[config.mk]
export PLATFORM = sky130hd
export DESIGN_NAME = multicycle_ctrl
export DESIGN_NICKNAME = d
export VERILOG_FILES = /design/src/rtl/core_pkg.sv /design/src/rtl/multicycle_ctrl_perf_counters.sv /design/src/rtl/multicycle_ctrl.sv
export SDC_FILE = /design/constraint.sdc
export NUM_CORES = 1
export LEC_CHECK = 0
export BUFFER_PORTS_ARGS = -buffer_cell sky130_fd_sc_hd__buf_2
export CAP_MARGIN = 20
export CORE_UTILIZATION = 25
export CTS_CLUSTER_DIAMETER = 30
export CTS_CLUSTER_SIZE = 24
export DETAILED_ROUTE_END_ITERATION = 12
export GPL_TIMING_DRIVEN = 0
export SLEW_MARGIN = 5
export SYNTH_ARGS = -nofsm -noshare
export SYNTH_HDL_FRONTEND = slang
export SYNTH_HIERARCHICAL = 1
export SYNTH_SLANG_ARGS = --single-unit
[constraint.sdc]
create_clock -name clk_i -period 2.6 [get_ports clk_i]
set_input_delay 0.52 -clock clk_i [delete_from_list [all_inputs] [get_ports clk_i]]
set_output_delay 0.52 -clock clk_i [all_outputs]
set_load 0.005 [all_outputs]
[src/rtl/core_pkg.sv]
// Shared encodings for the RV32I multi-cycle control path: opcodes, FSM states and mux selects.
package core_pkg;

  localparam logic [6:0] OpcOp     = 7'b0110011;
  localparam logic [6:0] OpcOpImm  = 7'b0010011;
  localparam logic [6:0] OpcLoad   = 7'b0000011;
  localparam logic [6:0] OpcStore  = 7'b0100011;
  localparam logic [6:0] OpcBranch = 7'b1100011;
  localparam logic [6:0] OpcLui    = 7'b0110111;
  localparam logic [6:0] OpcAuipc  = 7'b0010111;
  localparam logic [6:0] OpcJal    = 7'b1101111;
  localparam logic [6:0] OpcJalr   = 7'b1100111;

  typedef enum logic [2:0] {
    StFetch,
    StDecode,
    StExec,
    StMem,
    StWb,
    StTrap
  } state_e;

  typedef enum logic [1:0] {
    PcPlus4  = 2'd0,
    PcBranch = 2'd1,
    PcJalr   = 2'd2
  } pc_sel_e;

  typedef enum logic [1:0] {
    WbAlu  = 2'd0,
    WbLoad = 2'd1,
    WbPc4  = 2'd2,
    WbImm  = 2'd3
  } wb_sel_e;

  function automatic logic opcode_valid(logic [6:0] opc);
    return (opc == OpcOp)    || (opc == OpcOpImm)  || (opc == OpcLoad) ||
           (opc == OpcStore) || (opc == OpcBranch) || (opc == OpcLui)  ||
           (opc == OpcAuipc) || (opc == OpcJal)    || (opc == OpcJalr);
  endfunction

endpackage

[src/rtl/multicycle_ctrl_perf_counters.sv]
// Free-running cycle counter and retired-instruction counter; both wrap silently.
module perf_counters #(
  parameter int unsigned Width = 32
) (
  input  logic             clk_i,
  input  logic             rst_i,
  input  logic             retire_i,
  output logic [Width-1:0] cycle_cnt_o,
  output logic [Width-1:0] instret_cnt_o
);

  logic [Width-1:0] cycle_q, cycle_d;
  logic [Width-1:0] instret_q, instret_d;

  always_comb begin
    cycle_d   = cycle_q + Width'(1);
    instret_d = retire_i ? instret_q + Width'(1) : instret_q;
  end

  always_ff @(posedge clk_i or posedge rst_i) begin
    if (rst_i) begin
      cycle_q   <= '0;
      instret_q <= '0;
    end else begin
      cycle_q   <= cycle_d;
      instret_q <= instret_d;
    end
  end

  assign cycle_cnt_o   = cycle_q;
  assign instret_cnt_o = instret_q;

endmodule

[src/rtl/multicycle_ctrl.sv]
// Multi-cycle RV32I control FSM: FETCH/DECODE/EXEC/MEM/WB sequencing with a sticky TRAP state.
module multicycle_ctrl
  import core_pkg::*;
#(
  parameter int unsigned XLEN = 32
) (
  input  logic            clk_i,
  input  logic            rst_i,
  input  logic [6:0]      opcode_i,
  input  logic [2:0]      funct3_i,
  input  logic            branch_taken_i,
  input  logic            imem_ready_i,
  input  logic            dmem_ready_i,
  output logic            imem_req_o,
  output logic            dmem_req_o,
  output logic            dmem_we_o,
  output logic [2:0]      mem_size_o,
  output logic            ir_we_o,
  output logic            pc_we_o,
  output logic [1:0]      pc_sel_o,
  output logic            rf_we_o,
  output logic [1:0]      wb_sel_o,
  output logic            alu_a_pc_o,
  output logic            alu_b_imm_o,
  output logic            illegal_o,
  output logic [XLEN-1:0] cycle_cnt_o,
  output logic [XLEN-1:0] instret_cnt_o
);

  state_e state_q, state_d;
  logic   retire;

  logic is_op, is_load, is_store, is_branch, is_lui, is_auipc, is_jal, is_jalr;
  assign is_op     = (opcode_i == OpcOp);
  assign is_load   = (opcode_i == OpcLoad);
  assign is_store  = (opcode_i == OpcStore);
  assign is_branch = (opcode_i == OpcBranch);
  assign is_lui    = (opcode_i == OpcLui);
  assign is_auipc  = (opcode_i == OpcAuipc);
  assign is_jal    = (opcode_i == OpcJal);
  assign is_jalr   = (opcode_i == OpcJalr);

  always_ff @(posedge clk_i or posedge rst_i) begin
    if (rst_i) begin
      state_q <= StFetch;
    end else begin
      state_q <= state_d;
    end
  end

  always_comb begin
    state_d = state_q;
    unique case (state_q)
      StFetch:  if (imem_ready_i) state_d = StDecode;
      StDecode: state_d = opcode_valid(opcode_i) ? StExec : StTrap;
      StExec: begin
        if (is_load || is_store) state_d = StMem;
        else if (is_branch)      state_d = StFetch;
        else                     state_d = StWb;
      end
      StMem:    if (dmem_ready_i) state_d = is_store ? StFetch : StWb;
      StWb:     state_d = StFetch;
      StTrap:   state_d = StTrap;
      default:  state_d = StFetch;
    endcase
  end

  // Everything is forced low while reset is held, including the FETCH request.
  always_comb begin
    imem_req_o  = 1'b0;
    dmem_req_o  = 1'b0;
    dmem_we_o   = 1'b0;
    mem_size_o  = 3'd0;
    ir_we_o     = 1'b0;
    pc_we_o     = 1'b0;
    pc_sel_o    = PcPlus4;
    rf_we_o     = 1'b0;
    wb_sel_o    = WbAlu;
    alu_a_pc_o  = 1'b0;
    alu_b_imm_o = 1'b0;
    illegal_o   = 1'b0;
    retire      = 1'b0;
    if (!rst_i) begin
      unique case (state_q)
        StFetch: begin
          imem_req_o = 1'b1;
          ir_we_o    = imem_ready_i;
        end
        StExec: begin
          alu_b_imm_o = !(is_op || is_branch);
          alu_a_pc_o  = is_auipc;
          if (is_branch) begin
            pc_we_o  = 1'b1;
            pc_sel_o = branch_taken_i ? PcBranch : PcPlus4;
            retire   = 1'b1;
          end
        end
        StMem: begin
          dmem_req_o = 1'b1;
          dmem_we_o  = is_store;
          mem_size_o = funct3_i;
          if (dmem_ready_i && is_store) begin
            pc_we_o = 1'b1;
            retire  = 1'b1;
          end
        end
        StWb: begin
          rf_we_o = 1'b1;
          pc_we_o = 1'b1;
          retire  = 1'b1;
          if (is_load)                wb_sel_o = WbLoad;
          else if (is_jal || is_jalr) wb_sel_o = WbPc4;
          else if (is_lui)            wb_sel_o = WbImm;
          if (is_jal)       pc_sel_o = PcBranch;
          else if (is_jalr) pc_sel_o = PcJalr;
        end
        StTrap:  illegal_o = 1'b1;
        default: ;
      endcase
    end
  end

  perf_counters #(
    .Width(XLEN)
  ) u_perf_counters (
    .clk_i         (clk_i),
    .rst_i         (rst_i),
    .retire_i      (retire),
    .cycle_cnt_o   (cycle_cnt_o),
    .instret_cnt_o (instret_cnt_o)
  );

endmodule

==> After elaboration in Yosys (flattened, before gate mapping) <==
Index checks and enable logic that the tools add are counted.
{ "totals": {"regBits": 67, "word_cells": 76} }
{ "op_classes": {"n_reduce_logical": 15, "muxes": 40, "n_eq_ne": 16, "add_sub_neg": 2} }
{ "op_table": {"columns": ["cell", "count"], "rows": [
  ["$add A32 B1 Y32 const B", 2],
  ["$mux W3", 8],
  ["$eq A7 B6 Y1 const B", 3],
  ["$eq A7 B7 Y1 const B", 3],
  ["$mux W1", 21],
  ["$mux W2", 8],
  ["$pmux W3 S5", 1],
  ["$eq A7 B5 Y1 const B", 2],
  ["$logic_or A1 B1 Y1", 11],
  ["$eq A7 B2 Y1 const B", 1],
  ["$eq A3 B2 Y1 const B", 2],
  ["$eq A3 B3 Y1 const B", 2],
  ["$ne A2 B2 Y1 const B", 2],
  ["$pmux W2 S2", 1],
  ["$eq A3 B1 Y1 const B", 1],
  ["$logic_not A3 Y1", 1],
  ["$pmux W1 S3", 1],
  ["$reduce_and A2 Y1", 1],
  ["$logic_and A1 B1 Y1", 1],
  ["$logic_not A1 Y1", 1]
]} }

==> Depth between registers and ports, before layout <==
Gate-level depths: netlist (run 1).
{ "logic_depth": {"depth_word": 11, "ltp_mapped": 9, "mapped_depth_nobuf": 8} }

==> By module <==
The synthesis (run 1) kept the hierarchy.
{ "modules_own_cells": {"columns": ["module", "area_per_inst_um2", "seq_area_each_um2", "cells_per_inst", "n_inst"], "rows": [
  ["perf_counters", 2894.0, 1601.5, 248, 1],
  ["multicycle_ctrl", 503.0, 75.1, 73, 1]
]} }

==> Worst setup path after synthesis (run 1) <==
Ideal clock, no wire load.
{ "synth_timing": {"kind": "in2reg", "start": "input port opcode_i[2]", "end": "register u_perf_counters.instret_q[30], in the netlist u_perf_counters/instret_cnt_o[30]", "path_buffers": 1, "arrival_ps": 2137, "setup_slack_ps": 339, "stages": 8, "cell_sequence": "buf_2 > nor3_1 > o2111ai_1 > nand2_1 > nand4_1 > nor4_2 > nand3_1 > xnor2_1"} }
{ "synth_via": {"elab_chain_cells": 5, "elab_cells_between_ends": 7, "cone_classes": "eq/ne: 2; mux: 4; reduce/logical: 1"} }
{ "synth_rtl": {"columns": ["element", "line", "text"], "rows": [
  ["from (decl)", "multicycle_ctrl.sv:9", "input logic [6:0] opcode_i,"],
  ["$eq A7 B6 Y1", "multicycle_ctrl.sv:36", "assign is_store = (opcode_i == OpcStore);"],
  ["$logic_and A1 B1 Y1", "multicycle_ctrl.sv:102", "if (dmem_ready_i && is_store) begin"],
  ["$mux W1", null, null],
  ["$pmux W1 S3 *", null, null],
  ["$mux W1 *", null, null],
  ["net pc_we_o", "multicycle_ctrl.sv:19", "output logic pc_we_o,"],
  ["to (signal assigned)", "multicycle_ctrl_perf_counters.sv:26", "instret_q <= instret_d;"],
  ["to (decl)", "multicycle_ctrl_perf_counters.sv:13", "logic [Width-1:0] instret_q, instret_d;"]
]} }
The timed path passes the listed nets; every way through them passes the cells marked *.
A chain may end at the register's enable or synchronous reset.

==> Final worst setup path (run 1) <==
{ "layout_timing": {"start": "register state_q[1]", "end": "output port wb_sel_o[0]"} }
{ "layout_via": {"elab_chain_cells": 3} }
{ "layout_rtl": {"columns": ["element", "line", "text"], "rows": [
  ["from (decl)", "multicycle_ctrl.sv:30", "state_e state_q, state_d;"],
  ["from (signal assigned)", "multicycle_ctrl.sv:45", "state_q <= StFetch;"],
  ["from (signal assigned)", "multicycle_ctrl.sv:47", "state_q <= state_d;"],
  ["$eq A3 B3 Y1", "multicycle_ctrl.sv:84", "unique case (state_q)"],
  ["$mux W2", "multicycle_ctrl.sv:84", null],
  ["$mux W2", "multicycle_ctrl.sv:83", "if (!rst_i) begin"],
  ["to (decl)", "multicycle_ctrl.sv:22", "output logic [1:0] wb_sel_o,"]
]} }
Every way passes these cells.

==> results.yml, run 1 <==
status:
  status: "finished, final reports clean"
logic_synthesis:
  mappedNetlistArea_um2: 3400
  yosysWarningCount: 6
  post-synth-top-count-cell: "sky130_fd_sc_hd__dfrtp_1"
  synth_flop_cell: "sky130_fd_sc_hd__dfrtp_1"
  synth-edff-count: 0
  synth_seq_area_share_pct: 49.4
  synth_simple_gate_area_share_pct: 27.4
  main_combinational_cell_family_by_area_after_synthesis: "simple AND/OR/NAND/NOR gates"
  syn-num-nets: 338
  synth_xor_area_share_pct: 15.7
  yosysTopAreaCell: "sky130_fd_sc_hd__dfrtp_1"
  syn_inst: 321
  synthMuxAreaShare_pct: 0.331
  synth_seq_cells: 67
  post_synth_fa_ha_maj_area_fraction_pct: 1.07
  synth_top_cell_area_share_pct: 49.4
  synthTopCellsByCount: "67 x sky130_fd_sc_hd__dfrtp_1, 52 x sky130_fd_sc_hd__xnor2_1, 30 x sky130_fd_sc_hd__nand2_1"
  ys_types: 47
  async_set_or_reset_flop_fraction_in_the_synthesized_netlist_pct: 100
  syn_avg_cell_area_um2: 10.6
  synth_top_cells_by_area: "sky130_fd_sc_hd__dfrtp_1 49%, sky130_fd_sc_hd__xnor2_1 13%, sky130_fd_sc_hd__nand4_1 5.0%"
  compound_gate_portion_of_the_synthesized_area_pct: 3.76
pwr:
  pwr-share-seq_pct: 43.5
  internal_power_uw: 2020
  share_comb_of_total_power_pct: 12.1
  leakage_uw: 0.00220
  power-per-cell-area_nw_per_um2: 603
  p_clk_share_pct: 44.4
  p_total_uw: 2670
  netSwitchingFraction_pct: 24.3
  net-switching-power_uw: 649
  irDropWorstVdd_v: 0.000347
detailed_routing:
  vias_per_cell: 4.64
  wirelength_um: 7860
  detail_route.iter0.violations: 150
  postRouteAntennaNets: 0
  num_vias: 2817
  post-route-drc-count: 0
  drt_first_pass_iters: 4
  drt-wirelength-per-cell_um: 12.9
grt:
  grt_pass1_wl_um: 13500
  globalRouteTotalUtil_pct: 11.9
  grt_antenna_before_repair: 0
  grt_start_max_net_pins: 65
  grt_pass1_vias: 2703
  overflow: 0
place:
  global_placement_routability_congestion: 0.852
  placed_cells: 589
  place.detailed.hpwl_um: 5800
  place.port_buffers: 92
final_layout:
  area_delta_synth_final_pct: 30.2
  ratio_of_cells_with_drive_above_1_in_the_final_layout_pct: 30.4
  num_antenna_cells: 0
  stdcell_count: 607
  final_net_count: 444
setup_path:
  timing.critical_path.required_ns: 2.08
  crit_arrival_ns: 1.88
  worst_setup_path_startpoint: "state_q[1]"
  r2r-end: "u_perf_counters/instret_cnt_o[23]"
  worst-setup-path-type: "register to primary output"
  launching_point_of_the_worst_reg2reg_path: "state_q[1]"
  cp-end-kind: "primary output"
  cp_max_fo: 8
  timing.critical_path.from_type: "register"
  timing.reg2reg.worst_path_depth: 9
  ff2ff_setup_slack_ns: 0.24
  cp-endpoint: "wb_sel_o[0]"
clocking:
  clk_transition_reported_paths_ns: 0.05
  ctsRootBufferMaster: "sky130_fd_sc_hd__clkbuf_16"
  h_tree_depth: 3
  tritoncts_num_sinks: 67
  cts_tree: "built"
  cts-hold-fix-buffers: 0
  clk-insertion-delay-late_ns: 0.32
  cts_inserted_buffers: 9
  clockBufferDepth: 2
floorplanning:
  floorplan.initialDensity_pct: 25.7
  rows: 42
  boundaryPins: 95
  design.die.area_um2: 14100
  die_w_um: 119
  fp.dieH_um: 119
  design.core.area_um2: 13200
sta:
  max_freq_ghz: 0.417
  fin_crit_ns: 2.40
  timing_hold_violations_final: 0
  slew_headroom_pct: 47.3
  worst-slew-pin-transition_ns: 0.790
  timing.final.setup_violations: 0
  clock-skew-final_ns: 0.00418
  maxSlewViolCount: 0
  timing.final.crit_share_pct: 92.2
  rsz0062_at_grt: "no"
run:
  max-cap-violations: 0
worst_hold_path:
  hold_class: "input port to asynchronous set/reset pin"
state kept, by name (all words and copies together), names as in the netlist:
| name | count |
|---|---|
| u_perf_counters/instret_cnt_o | 32 |
| state_q | 3 |
| u_perf_counters/cycle_cnt_o | 32 |
worst min-delay path by stage:
stage / to / slack (ns) / depth (start not counted)
2_1_floorplan: state_q[0] / 0.27 / 1
3_3_place_gp: state_q[1] / 0.44 / 2
3_5_place_dp: u_perf_counters/cycle_cnt_o[31] / 0.46 / 1
4_1_cts: state_q[2] / 0.12 / 2
5_1_grt: state_q[2] / 0.14 / 2
6_report: state_q[2] / 0.15 / 2
logic make-up after synthesis:
group,after synthesis
fa+ha+maj,3
mux,1
xor+xnor,61
simple gates,153
compound gates,17
buf+inv,19
flops,67
power groups by stage:
stage	clock, uW	sequential (uW)	combinational, uW
after floorplan	0	1170	207
after global placement	0	1180	311
after detailed placement	0	1180	318
after CTS	1230	1160	320
after global routing	1280	1170	367
final	1180	1160	324
cell type report:
cell class / count / area [um^2]
buffer: 9 / 42.5
clock buffer: 13 / 260
clock inverter: 2 / 35.0
fill: 1378 / 8820
inverter: 10 / 40.0
multi-input combinational: 235 / 1670
sequential: 67 / 1680
tap: 176 / 220
timing repair buffer: 95 / 483
metrics by stage:
| stage | setup slack, ns | hold WS (ns) | setup TNS [ns] | util, % | instance area, um^2 |
|---|---|---|---|---|---|
| global route | 0.00972 | 0.138 | 0 | 33.4 | 4420 |
| detailed placement | -0.299 | 0.464 | -3.08 | 30.8 | 4080 |
| finish | 0.204 | 0.147 | 0 | 33.4 | 4420 |
| floorplan | 0.339 | 0.274 | 0 | - | 3400 |
| global placement | -0.413 | 0.436 | -28.36 | 30.8 | 4080 |
| CTS | 0.0501 | 0.118 | 0 | 33.3 | 4410 |
critical path, stage by stage, from the launching register on:
cell and delay (ns):
sky130_fd_sc_hd__dfrtp_1 0.36, sky130_fd_sc_hd__clkbuf_2 0.16, sky130_fd_sc_hd__nor3_1 0.16, sky130_fd_sc_hd__nand2_1 0.18
sky130_fd_sc_hd__or3_1 0.38, sky130_fd_sc_hd__a211oi_1 0.17, sky130_fd_sc_hd__buf_2 0.14
cells in the final DEF, fill, tap and decap left out, types with 2 or more instances in the layout:
master,n
sky130_fd_sc_hd__nand3_1,22
sky130_fd_sc_hd__xnor2_1,52
sky130_fd_sc_hd__clkbuf_16,9
sky130_fd_sc_hd__and4_1,3
sky130_fd_sc_hd__nand4b_1,2
sky130_fd_sc_hd__a211oi_1,3
sky130_fd_sc_hd__clkbuf_2,3
sky130_fd_sc_hd__clkbuf_1,4
sky130_fd_sc_hd__nand4_4,2
sky130_fd_sc_hd__and3_1,18
sky130_fd_sc_hd__or3_1,2
sky130_fd_sc_hd__buf_2,96
sky130_fd_sc_hd__ha_1,2
sky130_fd_sc_hd__nand2_1,29
sky130_fd_sc_hd__nor4_1,3
sky130_fd_sc_hd__dfrtp_1,67
sky130_fd_sc_hd__nor2_1,14
sky130_fd_sc_hd__xor2_1,9
sky130_fd_sc_hd__o21ai_0,2
sky130_fd_sc_hd__inv_1,8
sky130_fd_sc_hd__clkbuf_8,2
sky130_fd_sc_hd__nor4_4,4
sky130_fd_sc_hd__and2_1,5
sky130_fd_sc_hd__nand2b_1,3
sky130_fd_sc_hd__nor3_1,7
sky130_fd_sc_hd__o21a_1,2
sky130_fd_sc_hd__nor3_4,2
sky130_fd_sc_hd__buf_4,3
sky130_fd_sc_hd__nand2_2,2
sky130_fd_sc_hd__o22ai_1,2
sky130_fd_sc_hd__nand4_1,27
metal layers:
metal,GRT usage (%),vias up,wire length [um]
li1,-,1359,-
met1,14.9,1364,3550
met2,18.9,80,3770
met3,4.10,14,421
met4,4.03,0,122
met5,0,-,0
what timing repair did:
action | in CTS | in global routing
endpoints found under the setup margin | 5 | 20
pin swaps | 2 | 0
resized for setup | 2 | 4
setup buffers | 3 | 0
Note: power is estimated with default switching activity, not from simulation.
==> run 2: changes to the inputs <==
- CELL_PAD_IN_SITES_DETAIL_PLACEMENT: not set -> 0
- CELL_PAD_IN_SITES_GLOBAL_PLACEMENT: not set -> 2
- PLACE_DENSITY_LB_ADDON: not set -> 0.1
==> run 2 against run 1 <==
Core utilization up 0.21 points. Global-route usage grew 1.2 points. Non-clock buffer count grew 2. Cell count grew 0.33%. Via count decreased by 2.0%. Largest cell class unchanged.
==> results.yml, run 2 (synthesis results as in run 1) <==
clocking:
  tritoncts_num_sinks: 67
  cts_tree: "built"
  clockBufferDepth: 2
  ctsRootBufferMaster: "sky130_fd_sc_hd__clkbuf_16"
  cts_inserted_buffers: 9
  clk-insertion-delay-late_ns: 0.33
  clk_transition_reported_paths_ns: 0.05
  h_tree_depth: 3
detailed_routing:
  post-route-drc-count: 0
  detail_route.iter0.violations: 155
  drt_first_pass_iters: 4
  num_vias: 2762
  wirelength_um: 8540
  vias_per_cell: 4.54
  drt-wirelength-per-cell_um: 14.0
  postRouteAntennaNets: 0
grt:
  grtUsageMet3_pct: 4.10
  global_route_hottest_layer: "met2"
  grt_use_met2_pct: 20.1
  grt_pass1_vias: 2712
  overflow: 0
  grt_start_max_net_pins: 37
  globalRouteTotalUtil_pct: 13.1
  grt_antenna_before_repair: 0
  grt_use_met1_pct: 17.0
  grt_pass1_wl_um: 14300
sta:
  worst-slew-pin-transition_ns: 0.565
  timing_hold_violations_final: 0
  maxSlewViolCount: 0
  clock-skew-final_ns: 0.00488
  fin_crit_ns: 2.44
  max_freq_ghz: 0.410
  slew_headroom_pct: 62.1
  timing.final.setup_violations: 0
  timing.final.crit_share_pct: 93.8
  rsz0062_at_grt: "no"
place:
  place.detailed.hpwl_um: 6180
  placed_cells: 590
  place.port_buffers: 92
  global_placement_routability_congestion: 0.708
  placedInstanceArea_um2: 4100
floorplanning:
  design.die.area_um2: 14100
  rows: 42
  floorplan.initialDensity_pct: 25.7
  boundaryPins: 95
  design.core.area_um2: 13200
  die_w_um: 119
  fp.dieH_um: 119
setup_path:
  worst-setup-path-type: "register to primary output"
  crit_arrival_ns: 1.92
  timing.critical_path.required_ns: 2.08
  timing.critical_path.from_type: "register"
  cp_max_fo: 8
  cp-end-kind: "primary output"
final_layout:
  stdcell_count: 609
  post-route-cell-area_um2: 4450
  most-common-layout-cells: "96 x sky130_fd_sc_hd__buf_2, 67 x sky130_fd_sc_hd__dfrtp_1, 52 x sky130_fd_sc_hd__xnor2_1"
  num_antenna_cells: 0
  fill_cells: 1432
  area_delta_synth_final_pct: 31.0
  area_of_combinational_cells_with_multiple_inputs_um2: 1670
  final_net_count: 446
  ff_latch_area_um2: 1680
  ratio_of_cells_with_drive_above_1_in_the_final_layout_pct: 30.7
  layout_commonest_cell: "sky130_fd_sc_hd__buf_2"
run:
  max-cap-violations: 0
pwr:
  leakage_uw: 0.00222
  power-per-cell-area_nw_per_um2: 609
  irDropWorstVdd_v: 0.000307
status:
  status: "finished, final reports clean"
worst_hold_path:
  hold_class: "input port to asynchronous set/reset pin"
-- run 2: path summary, 6_finish.rpt --
| check | startpoint | endpoint | slack (ns) | depth (start not counted) |
|---|---|---|---|---|
| max | state_q[1] | pc_sel_o[0] | 0.16 | 6 |
| min | rst_i | state_q[0] | 0.14 | 2 |
| max reg2reg | state_q[1] | u_perf_counters/instret_cnt_o[20] | 0.29 | 10 |
| min reg2reg | u_perf_counters/instret_cnt_o[31] | u_perf_counters/instret_cnt_o[31] | 0.46 | 1 |
| max in group asynchronous | rst_i | u_perf_counters/instret_cnt_o[7] | 1.81 | 3 |
| min in group clk_i | u_perf_counters/instret_cnt_o[31] | u_perf_counters/instret_cnt_o[31] | 0.46 | 1 |
-- run 2: cell type report --
type / count / share of cell area, %
Clock buffer: 13 / 5.85
Tap cell: 176 / 4.95
Buffer: 9 / 0.956
Sequential cell: 67 / 37.7
Inverter: 10 / 0.900
Timing Repair Buffer: 97 / 11.5
Clock inverter: 2 / 0.787
Multi-Input combinational cell: 235 / 37.4
-- run 2: timing repair --
| item | 4_1_cts | 5_1_grt |
|---|---|---|
| resized for setup | 2 | 3 |
| pin swaps | 2 | 2 |
| hold buffers | 0 | 0 |
| buffers inserted | 2 | 2 |
| hold endpoints to repair | 0 | 0 |
| endpoints found under the setup margin | 15 | 21 |
-- run 2: stage by stage --
| step | power (uW) | hold WS (ns) | setup TNS [ns] | utilization [%] | worst slack (ns) |
|---|---|---|---|---|---|
| floorplan | 1370 | 0.274 | 0 | - | 0.339 |
| global placement | 1510 | 0.449 | -49.90 | 30.8 | -0.725 |
| detailed placement | 1510 | 0.464 | -3.33 | 31.0 | -0.237 |
| CTS | 2760 | 0.117 | 0 | 33.4 | 0.0460 |
| global route | 2860 | 0.146 | 0 | 33.6 | 0.0184 |
| finish | 2710 | 0.141 | 0 | 33.6 | 0.161 |
-- run 2: power by group --
| group | switching [uW] | leakage, uW | internal, uW |
|---|---|---|---|
| Combinational | 188 | 0.00117 | 142 |
| Clock | 430 | 0.000146 | 788 |
| Sequential | 70.9 | 0.000909 | 1090 |
-- run 2: per-layer routing --
metal / up-vias / wire, um
met5: - / 0
met4: 0 / 143
met3: 12 / 389
met2: 64 / 3960
met1: 1327 / 4040
li1: 1359 / -
-- run 2: worst max-delay path: stages (launching register included) --
cell and delay (ns):
sky130_fd_sc_hd__dfrtp_1 0.31, sky130_fd_sc_hd__clkbuf_2 0.20, sky130_fd_sc_hd__inv_1 0.16, sky130_fd_sc_hd__nor3_4 0.23, sky130_fd_sc_hd__nand2b_1 0.14, sky130_fd_sc_hd__a221oi_1 0.37, sky130_fd_sc_hd__buf_2 0.18
==> run 3: changes to the inputs <==
- MAX_ROUTING_LAYER: not set -> met4
==> run 3 against run 2 <==
Non-clock buffer count stayed put. Wire length is 0.11% higher. Design area stayed put. Fmax hardly changed. Die area stayed put. Clock-buffer cell count stayed put. Critical path type unchanged. Critical endpoint unchanged.
==> results.yml, run 3 (synthesis results as in run 1) <==
status:
  status: "finished, final reports clean"
pwr:
  irDropWorstVdd_v: 0.000307
  power-per-cell-area_nw_per_um2: 610
  leakage_uw: 0.00222
  p_total_uw: 2710
sta:
  timing.final.setup_violations: 0
  max_freq_ghz: 0.410
  worst-slew-pin-transition_ns: 0.569
  fin_crit_ns: 2.44
  worst_hold_slack_ns: 0.140
  slew_headroom_pct: 61.9
  maxSlewViolCount: 0
  timing_hold_violations_final: 0
  rsz0062_at_grt: "no"
  clock-skew-final_ns: 0.00484
  timing.final.crit_share_pct: 93.8
setup_path:
  worst_path_largest_cell_delay_ns: 0.37
  timing.critical_path.from_type: "register"
  crit_family: "buffers and inverters"
  path_cells: "clkbuf_2 > inv_1 > nor3_4 > nand2b_1 > a221oi_1 > buf_2"
  critical_path_cell_with_the_highest_stage_delay: "sky130_fd_sc_hd__a221oi_1"
  timing.critical_path.required_ns: 2.08
  cp-end-kind: "primary output"
  timing.critical_path.buf_inv: 3
  cp_max_fo: 8
  crit_arrival_ns: 1.92
  worst-setup-path-type: "register to primary output"
worst_hold_path:
  hold_class: "input port to asynchronous set/reset pin"
run:
  max-cap-violations: 0
detailed_routing:
  vias_per_cell: 4.52
  wirelength_um: 8550
  postRouteAntennaNets: 0
  num_vias: 2754
  detail_route.iter0.violations: 151
  post-route-drc-count: 0
  detail_route.wirelength.met1_um: 4090
  route.top_layer_used: "met4"
  route.met2.wl_um: 3950
  drt_first_pass_iters: 4
  drt-wirelength-per-cell_um: 14.0
  length_of_routed_met3_wiring_um: 356
floorplanning:
  design.core.area_um2: 13200
  fp.dieH_um: 119
  die_w_um: 119
  floorplan.initialDensity_pct: 25.7
  design.die.area_um2: 14100
  rows: 42
  boundaryPins: 95
clocking:
  cts_inserted_buffers: 9
  clk-insertion-delay-late_ns: 0.33
  clockBufferDepth: 2
  cts_tree: "built"
  tritoncts_num_sinks: 67
  clk_transition_reported_paths_ns: 0.05
  h_tree_depth: 3
  ctsRootBufferMaster: "sky130_fd_sc_hd__clkbuf_16"
final_layout:
  post-route-cell-area_um2: 4450
  ratio_of_cells_with_drive_above_1_in_the_final_layout_pct: 30.7
  most-common-layout-cells: "96 x sky130_fd_sc_hd__buf_2, 67 x sky130_fd_sc_hd__dfrtp_1, 52 x sky130_fd_sc_hd__xnor2_1"
  area_delta_synth_final_pct: 31.0
  num_antenna_cells: 0
  layout_commonest_cell: "sky130_fd_sc_hd__buf_2"
  fill_cells: 1432
  final_net_count: 446
grt:
  grt_start_max_net_pins: 37
  globalRouteTotalUtil_pct: 13.5
  grt_antenna_before_repair: 0
  grt_pass1_vias: 2711
  overflow: 0
  grt_pass1_wl_um: 14300
place:
  placedInstanceArea_um2: 4100
  global_placement_routability_congestion: 0.716
  place.detailed.hpwl_um: 6180
  place.port_buffers: 92
[run 3: per-stage QoR]
stage	setup WS, ns	instances	utilization, %	setup TNS [ns]
4_1_cts	0.0460	607	33.4	0
5_1_grt	0.0184	609	33.6	0
2_1_floorplan	0.339	321	-	0
3_5_place_dp	-0.237	590	31.0	-3.33
6_report	0.161	609	33.6	0
3_3_place_gp	-0.725	589	30.8	-49.90
[run 3: final timing paths]
kind,slack (ns),end,depth (start not counted),startpoint
worst min register to register,0.46,u_perf_counters/instret_cnt_o[31],1,u_perf_counters/instret_cnt_o[31]
worst max-delay path,0.16,pc_sel_o[0],6,state_q[1]
max in group asynchronous,1.81,u_perf_counters/instret_cnt_o[7],3,rst_i
worst min-delay path,0.14,state_q[0],2,rst_i
worst max register to register,0.29,u_perf_counters/instret_cnt_o[20],10,state_q[1]
min in group clk_i,0.46,u_perf_counters/instret_cnt_o[31],1,u_perf_counters/instret_cnt_o[31]
[run 3: routing by layer]
layer,vias up,track usage (%)
li1,1362,-
met1,1317,17.2
met2,64,20.2
met3,11,3.91
met4,0,5.22
met5,-,-
[run 3: area by class of cell]
| cell class | count | area (um^2) | share of cell area (%) |
|---|---|---|---|
| Tap cell | 176 | 220 | 4.95 |
| Multi-Input combinational cell | 235 | 1670 | 37.4 |
| Timing Repair Buffer | 97 | 510 | 11.5 |
| Buffer | 9 | 42.5 | 0.956 |
| Inverter | 10 | 40.0 | 0.900 |
| Clock inverter | 2 | 35.0 | 0.787 |
| Clock buffer | 13 | 260 | 5.85 |
| Sequential cell | 67 | 1680 | 37.7 |
[run 3: power by group]
part           switching, uW  total, uW  internal (uW)  leakage [uW]
sequential              71.2       1160           1090      0.000909
clock                    432       1220            788      0.000146
combinational            188        330            142       0.00117
total                    691       2710           2020       0.00222
[run 3: worst register-to-register path, delay by kind of cell, from the launching register on]
kind / cells / cell delay (ns)
AND/OR/NAND/NOR: 5 / 1.04
buffers and inverters: 3 / 0.54
flip-flops: 1 / 0.31
AO/OA/AOI/OAI: 1 / 0.16
XOR/XNOR: 1 / 0.15
[run 3: timing repair]
item                       in CTS  in global routing
hold buffers                    0                  0
setup endpoints to repair      15                 21
pin swaps                       2                  2
resized for setup               2                  3
setup buffers                   2                  2
